`src/rtl/fab_clk_supervisor.sv`:
```
// Fabric clock supervisor: qualifies CCC lock, sequences FAB_RESET_N release, measures FAB_CLK against REF_TICK.
// Optional build macro CCC_LOCK_BYPASS_EN: lock input ignored, lock treated as always qualified.
//
// state     | meaning
// WAIT_LOCK | fabric held in reset, waiting for synchronized lock
// STABLE    | lock seen, counting LOCK_HOLD consecutive locked cycles
// RELEASE   | lock qualified, reset held RST_HOLD more cycles
// RUN       | fabric reset released, READY high
module fab_clk_supervisor #(
    parameter int LOCK_HOLD = 1024,
    parameter int RST_HOLD  = 16,
    parameter int CNT_W     = 16,
    parameter int FREQ_MIN  = 2900,
    parameter int FREQ_MAX  = 3200
) (
    input  logic             FAB_CLK,
    input  logic             M2F_RESET_N,
    input  logic             FAB_LOCK,
    input  logic             REF_TICK,
    input  logic             CLR_FAULT,
    output logic             FAB_RESET_N,
    output logic             READY,
    output logic [1:0]       STATE,
    output logic [7:0]       LOSS_CNT,
    output logic [CNT_W-1:0] FREQ_COUNT,
    output logic             FREQ_VALID,
    output logic             FREQ_OK,
    output logic             FREQ_FAULT
);

    typedef enum logic [1:0] {
        WAIT_LOCK = 2'd0,
        STABLE    = 2'd1,
        RELEASE   = 2'd2,
        RUN       = 2'd3
    } state_t;

    localparam int HOLD_MAX = (LOCK_HOLD > RST_HOLD) ? LOCK_HOLD : RST_HOLD;
    localparam int HOLD_W   = $clog2(HOLD_MAX + 1);
    localparam logic [HOLD_W-1:0] LOCK_LAST = HOLD_W'(LOCK_HOLD - 1);
    localparam logic [HOLD_W-1:0] RST_LAST  = HOLD_W'(RST_HOLD - 1);
    localparam logic [CNT_W-1:0]  CNT_ALL   = '1;
    localparam logic [CNT_W-1:0]  F_MIN     = CNT_W'(FREQ_MIN);
    localparam logic [CNT_W-1:0]  F_MAX     = CNT_W'(FREQ_MAX);

    state_t            state, state_nx;
    logic [HOLD_W-1:0] hold_cnt, hold_nx;
    logic [7:0]        loss_nx;
    logic              lock_s;
    logic              tick_meta, tick_s, tick_d, tick_rise;
    logic              armed, timed_out;
    logic [CNT_W-1:0]  win_cnt, meas;

`ifdef CCC_LOCK_BYPASS_EN
    // CCC in bypass ties lock low, so the lock pin carries no information.
    logic unused_lock;
    assign unused_lock = FAB_LOCK;
    assign lock_s      = 1'b1;
`else
    logic lock_meta;

    always_ff @(posedge FAB_CLK) begin
        if (!M2F_RESET_N) begin
            lock_meta <= 1'b0;
            lock_s    <= 1'b0;
        end else begin
            lock_meta <= FAB_LOCK;
            lock_s    <= lock_meta;
        end
    end
`endif

    always_comb begin
        state_nx = state;
        hold_nx  = hold_cnt;
        loss_nx  = LOSS_CNT;
        unique case (state)
            WAIT_LOCK: begin
                if (lock_s) begin
                    state_nx = STABLE;
                    hold_nx  = '0;
                end
            end
            STABLE: begin
                hold_nx = hold_cnt + 1'b1;
                if (!lock_s) begin
                    state_nx = WAIT_LOCK;
                end else if (hold_cnt == LOCK_LAST) begin
                    state_nx = RELEASE;
                    hold_nx  = '0;
                end
            end
            RELEASE: begin
                hold_nx = hold_cnt + 1'b1;
                if (!lock_s) begin
                    state_nx = WAIT_LOCK;
                end else if (hold_cnt == RST_LAST) begin
                    state_nx = RUN;
                end
            end
            RUN: begin
                if (!lock_s) begin
                    state_nx = WAIT_LOCK;
                    if (LOSS_CNT != 8'hFF) loss_nx = LOSS_CNT + 8'd1;
                end
            end
            default: state_nx = WAIT_LOCK;
        endcase
    end

    always_ff @(posedge FAB_CLK) begin
        if (!M2F_RESET_N) begin
            state       <= WAIT_LOCK;
            hold_cnt    <= '0;
            LOSS_CNT    <= '0;
            FAB_RESET_N <= 1'b0;
            READY       <= 1'b0;
        end else begin
            state       <= state_nx;
            hold_cnt    <= hold_nx;
            LOSS_CNT    <= loss_nx;
            FAB_RESET_N <= (state_nx == RUN);
            READY       <= (state_nx == RUN);
        end
    end

    assign STATE     = state;
    assign tick_rise = tick_s & ~tick_d;
    assign meas      = (win_cnt == CNT_ALL) ? CNT_ALL : win_cnt + 1'b1;

    // Window starts at 0 on the edge, so the period is the count plus the edge cycle itself.
    always_ff @(posedge FAB_CLK) begin
        if (!M2F_RESET_N) begin
            tick_meta  <= 1'b0;
            tick_s     <= 1'b0;
            tick_d     <= 1'b0;
            armed      <= 1'b0;
            timed_out  <= 1'b0;
            win_cnt    <= '0;
            FREQ_COUNT <= '0;
            FREQ_VALID <= 1'b0;
            FREQ_OK    <= 1'b0;
            FREQ_FAULT <= 1'b0;
        end else begin
            tick_meta  <= REF_TICK;
            tick_s     <= tick_meta;
            tick_d     <= tick_s;
            FREQ_VALID <= 1'b0;
            if (tick_rise) begin
                win_cnt   <= '0;
                armed     <= 1'b1;
                timed_out <= 1'b0;
                if (armed) begin
                    FREQ_COUNT <= meas;
                    FREQ_OK    <= (meas >= F_MIN) && (meas <= F_MAX);
                    FREQ_VALID <= 1'b1;
                end
            end else if (win_cnt != CNT_ALL) begin
                win_cnt <= win_cnt + 1'b1;
            end else if (armed && !timed_out) begin
                timed_out  <= 1'b1;
                FREQ_COUNT <= CNT_ALL;
                FREQ_OK    <= 1'b0;
                FREQ_VALID <= 1'b1;
            end
            if (FREQ_VALID && !FREQ_OK && (state == RUN)) begin
                FREQ_FAULT <= 1'b1;
            end else if (CLR_FAULT) begin
                FREQ_FAULT <= 1'b0;
            end
        end
    end

endmodule
```
`config.mk`:
```
export PLATFORM = sky130hd
export DESIGN_NAME = fab_clk_supervisor
export DESIGN_NICKNAME = d
export VERILOG_FILES = /design/src/rtl/fab_clk_supervisor.sv
export SDC_FILE = /design/constraint.sdc
export NUM_CORES = 1
export LEC_CHECK = 0
export BUFFER_PORTS_ARGS = -buffer_cell sky130_fd_sc_hd__buf_2
export CAP_MARGIN = 5
export CORE_MARGIN = 1.5
export CORE_UTILIZATION = 50
export CTS_CLUSTER_DIAMETER = 60
export DETAILED_ROUTE_END_ITERATION = 12
export PLACE_DENSITY = 0.66
export SYNTH_ARGS = -nofsm -noshare
export SYNTH_HDL_FRONTEND = slang
export SYNTH_SLANG_ARGS = --single-unit
```
`constraint.sdc`:
```
create_clock -name FAB_CLK -period 3.25 [get_ports FAB_CLK]
set_input_delay 0.325 -clock FAB_CLK [delete_from_list [all_inputs] [get_ports FAB_CLK]]
set_output_delay 0.325 -clock FAB_CLK [all_outputs]
set_load 0.01 [all_outputs]
```
* Word-level counts from Yosys, hierarchy flattened
Index checks and enable logic that the tools add are counted.
** Storage, ports and cells
- Flip-flop bits (word level) :: 64
- Bits in latches :: 0
- Memory bits (writable) :: 0
- Bits in read-only memories :: 0
- Output and inout bits :: 31
- Logic and storage cells :: 79
- Memories :: 0
** Operators by class
- Add/sub/neg operators :: 3
- Multiply operators :: 0
- Div/mod/pow operators :: 0
- Magnitude comparators :: 2
- Equal/unequal tests :: 12
- Shifts and indexed selects :: 0
- Mux-type cells :: 26
- Bitwise logic cells :: 5
- Reduce and logical (&&, ||, !) cells :: 15
** Operator list (number)
- $mux W16 :: 5
- $mux W11 :: 3
- $pmux W11 S3 :: 1
- $add A16 B1 Y16 const B :: 1
- $eq A16 B16 Y1 const B :: 1
- $ge A16 B12 Y1 const B :: 1
- $le A16 B12 Y1 const B :: 1
- $ne A16 B16 Y1 const B :: 1
- $mux W2 :: 6
- $add A11 B1 Y11 const B :: 1
- $eq A11 B10 Y1 const B :: 1
- $eq A11 B4 Y1 const B :: 1
- $mux W1 :: 10
- $add A8 B1 Y8 const B :: 1
- $ne A8 B8 Y1 const B :: 1
- $pmux W2 S4 :: 1
- $eq A2 B2 Y1 const B :: 3
- $reduce_and A3 Y1 :: 2
- $logic_and A1 B1 Y1 :: 4
- $ne A2 B2 Y1 const B :: 2
- $not A1 Y1 :: 4
- $reduce_and A2 Y1 :: 2
- $reduce_bool A2 Y1 :: 2
- $reduce_bool A3 Y1 :: 1
- 6 further kinds :: 7

* Longest topological paths before layout
- Depth after elaboration :: 6
- Depth in mapped cells :: 8
- Depth with buffers taken out :: 8

* Worst setup path after synthesis
No wires, ideal clock.
- Path kind :: flip-flop to flip-flop
- Start point :: register win_cnt[1]
- End point :: register FREQ_OK
- Arrival :: 2.287 ns
- Data required time :: 3.163 ns
- Setup slack :: 0.876 ns
- Cell stages (with the launch flop) :: 8
- Path buffers :: 0
- Cells stage by stage :: dfxtp_1 > ha_1 > nand4_1 > or4_4 > a21oi_4 > nand4_1 > or4_1 > o31ai_1
** Between the ends
- Cells in the longest elaborated chain, start to end :: 6
- Elaborated cells between the ends (all ways) :: 11
** RTL lines
- from (decl) :: line 52 : logic [CNT_W-1:0] win_cnt, meas;
- from (signal assigned) :: line 159 : win_cnt <= win_cnt + 1'b1;
- $add A16 B1 Y16 / $eq A16 B16 Y1 (equally long branches) :: line 129 : assign meas = (win_cnt == CNT_ALL) ? CNT_ALL : win_cnt + 1'b1;
- $mux W16 :: line 129
- $ge A16 B12 Y1 / $le A16 B12 Y1 (equally long branches) :: line 155 : FREQ_OK <= (meas >= F_MIN) && (meas <= F_MAX);
- $logic_and A1 B1 Y1 :: line 155
- $mux W1 :: line 153 : if (armed) begin
- $mux W1 :: line 149 : if (tick_rise) begin
- to (signal assigned) :: line 155
- to (decl) :: line 27 : output logic FREQ_OK,
Parallel ways exist; a longest one is shown, timed or not. The select of a mux whose other input is x is not followed.
A chain may end at the register's enable or synchronous reset.

* Worst setup path after layout
- Start point :: register win_cnt[0]
- End point :: register FREQ_OK
Same word-level chain as after synthesis.

==> flow_summary.json <==
{
  "setup_ws_ns": 0.375,
  "synthTopCellsByCount": "dfxtp_1, nor2_1, a21oi_1",
  "crit_chain": "ha_1, nand4_1, or4_4, a21oi_4, nand4_1, or4_1, o31ai_1",
  "yosys_register_bits": 64,
  "ys_warn_count": 0,
  "cts_sinks": 64,
  "fp.dieW_um": 80.5,
  "synthCells": 341,
  "final_area_sq_um": 3400,
  "status": "finished, final reports clean",
  "crit_start": "win_cnt[0]",
  "rsz0062_at_grt": "no",
  "gp_congestion": 0.888,
  "place_area_sq_um": 3220,
  "power_density_nw_per_um2": 438,
  "maxSlewViolCount": 0,
  "ys_async_sr_fraction_pct": 0,
  "core_sq_um": 5850,
  "std_cell_rows": 28,
  "via_per_inst": 5.75,
  "setup_tns_ns": 0,
  "r2r_setup_slack_ns": 0.37,
  "synth_flop_cell": "dfxtp_1",
  "nNetsFinal": 386,
  "maxSlewHeadroom_pct": 44.3,
  "start_util_pct": 51.3,
  "avgSynthCellArea_sq_um": 8.81,
  "drt-total-wl_mm": 6.52,
  "yosysSeqAreaShare_pct": 42.7,
  "drtIter0Drc": 91,
  "required_ns": 3.51,
  "cts_tree": "done",
  "hold_path_class": "primary input to flop",
  "layout.cells.non_filler": 452,
  "placedCellCount": 436,
  "clock_latency_ns": 0.34,
  "post-route-min-period_ns": 2.88,
  "cts_root_buffer": "clkbuf_8",
  "grt_pass1_wl_mm": 11.0,
  "pre_cts_ws_ns": 0.434,
  "crit_top_cell": "nand4_1",
  "crit_fanout": 21,
  "yosysMostFrequentCell": "dfxtp_1",
  "cts_hold_buf": 0,
  "ir_drop_v": 0.000258,
  "worst_slew_pin_slew_ns": 0.831,
  "first_pass_iters": 4,
  "post_cts_buffers": 0,
  "synth_top_area_share_pct": 42.7,
  "grt_use_total_pct": 21.8,
  "hold_viol": 0,
  "syn_area_sq_um": 3000,
  "setup_viol": 0,
  "port_buffers": 35,
  "post-route-util_pct": 58.2,
  "synth_area_leaders": "dfxtp_1, nor2_1, ha_1",
  "clockBufferDepth": 2,
  "vias": 2597,
  "hpwl_mm": 4.55,
  "drive_gt1_share_pct": 19.1,
  "fin_worst_skew_ns": 0.0115,
  "cp-end-kind": "flop",
  "post-route-period-util_pct": 88.5,
  "die_area_sq_um": 6480,
  "r2r_start": "win_cnt[0]",
  "ant_nets": 0,
  "grt_max_degree": 33,
  "drv_cap": 0,
  "synth_cell_types": 55,
  "syn_to_final_growth_pct": 13.4,
  "diodes": 0,
  "leakage_nw": 1.32,
  "grt_pass1_vias": 2387,
  "ios": 36,
  "cts-resized-gates": 0,
  "antenna_found_initial": 0,
  "crit_arrival_ns": 3.13,
  "start_kind": "flop",
  "grt_overflow": 0,
  "cts_max_level": 3,
  "clkTransAtPathRegs_ns": 0.08,
  "cp_slowest_cell": "or4_4",
  "wl_per_cell_um": 14.4,
  "critPathKind": "flop to flop",
  "die_h_um": 80.5,
  "remaining_drc_errors": 0,
  "holdCritStartpoint": "REF_TICK",
  "synth-edff-count": 0,
  "syn_nets": 355,
  "max_stage_delay_ns": 0.71,
  "numCtsBuffers": 9,
  "fmax_mhz": 348,
  "yosysTopAreaCell": "dfxtp_1"
}
==> layer usage <==
| layer | vias to the layer above | GRT usage (%) | part of all wire (%) |
|---|---|---|---|
| met1 | 1200 | 26.9 | 48 |
| met2 | 63 | 35.5 | 46 |
| li1 | 1320 | - | - |
| met3 | 14 | 5.91 | 4.5 |
| met5 | - | 0 | 0 |
| met4 | 0 | 9.48 | 1.8 |
==> path summary, 6_finish.rpt <==
check              end  cells after the start
max            FREQ_OK                      7
min          tick_meta                      2
max reg2reg    FREQ_OK                      7
min reg2reg     lock_s                      1
==> where the power goes <==
part	internal (W)	leakage [nW]	total, W	switching, W
logic	0.0000214	0.712	0.0000578	0.0000364
registers	0.000793	0.517	0.000804	0.0000107
clock network	0.000300	0.0926	0.000628	0.000328
==> logic make-up (layout without fill, tap and decap cells) <==
kind of cell / Yosys count / after routing / synth area share [%]
mux: 3 / 3 / 1.08
compound gates: 81 / 81 / 19.4
xor+xnor: 16 / 16 / 4.67
flops: 64 / 64 / 42.7
fa+ha+maj: 9 / 9 / 3.75
simple gates: 138 / 138 / 24.3
buf+inv: 30 / 66 / 4.13
==> worst max-delay path: cells and delay by family, from the launching register on <==
kind / cells / cell delay, ns
and+or+nand+nor: 4 / 1.56
DFF: 1 / 0.48
AOI/OAI and AO/OA: 2 / 0.44
adders and majority gates: 1 / 0.32
==> through the flow <==
stage	hold slack, ns	total power (W)
final	0.182	0.00149
after detailed placement	0.426	0.000881
after CTS	0.171	0.00151
after floorplan	0.412	0.000861
after global routing	0.184	0.00155
after global placement	0.423	0.000880
==> layout make-up <==
class | instances | area [sq um]
Inverter | 10 | 37.5
Tap cell | 75 | 93.8
Clock buffer | 10 | 138
Sequential cell | 64 | 1280
Multi-Input combinational cell | 247 | 1600
Fill cell | 550 | 2450
Clock inverter | 6 | 43.8
Timing Repair Buffer | 40 | 213
==> state kept, by name, summed over array words and instances (netlist names) <==
| name | count |
|---|---|
| FREQ_COUNT | 16 |
| FREQ_FAULT | 1 |
| FREQ_OK | 1 |
| FREQ_VALID | 1 |
| LOSS_CNT | 8 |
| READY | 1 |
| STATE | 2 |
| armed | 1 |
| hold_cnt | 11 |
| lock_meta | 1 |
| lock_s | 1 |
| tick_d | 1 |
| tick_meta | 1 |
| tick_s | 1 |
| timed_out | 1 |
| win_cnt | 16 |
==> cell usage in the layout, fill, tap and decap left out, types with 2 or more instances in the layout <==
cell type   n
a31oi_1     6
nor2b_1     6
buf_4       5
or4_1       4
o211a_1     3
xor2_1      6
clkinv_4    2
o21a_1      2
nand3b_1    2
o221a_2     6
clkinv_2    2
o2111ai_1   2
xnor2_1    10
nor3_1     13
and3_1      7
and2_1      7
dfxtp_1    64
clkbuf_8   10
nor4_1      7
a211oi_1    5
nand4_1    12
o21ai_0    12
nand3_1    11
nand2_1    19
a41oi_1     4
inv_1      10
o211ai_1    2
ha_1        9
nor3b_1     3
and4_1      2
buf_2      35
mux2_2      2
nand2b_1    2
nor2_1     38
a21oi_1    20
a311oi_1    6
Power figures use the tool's default switching activity.
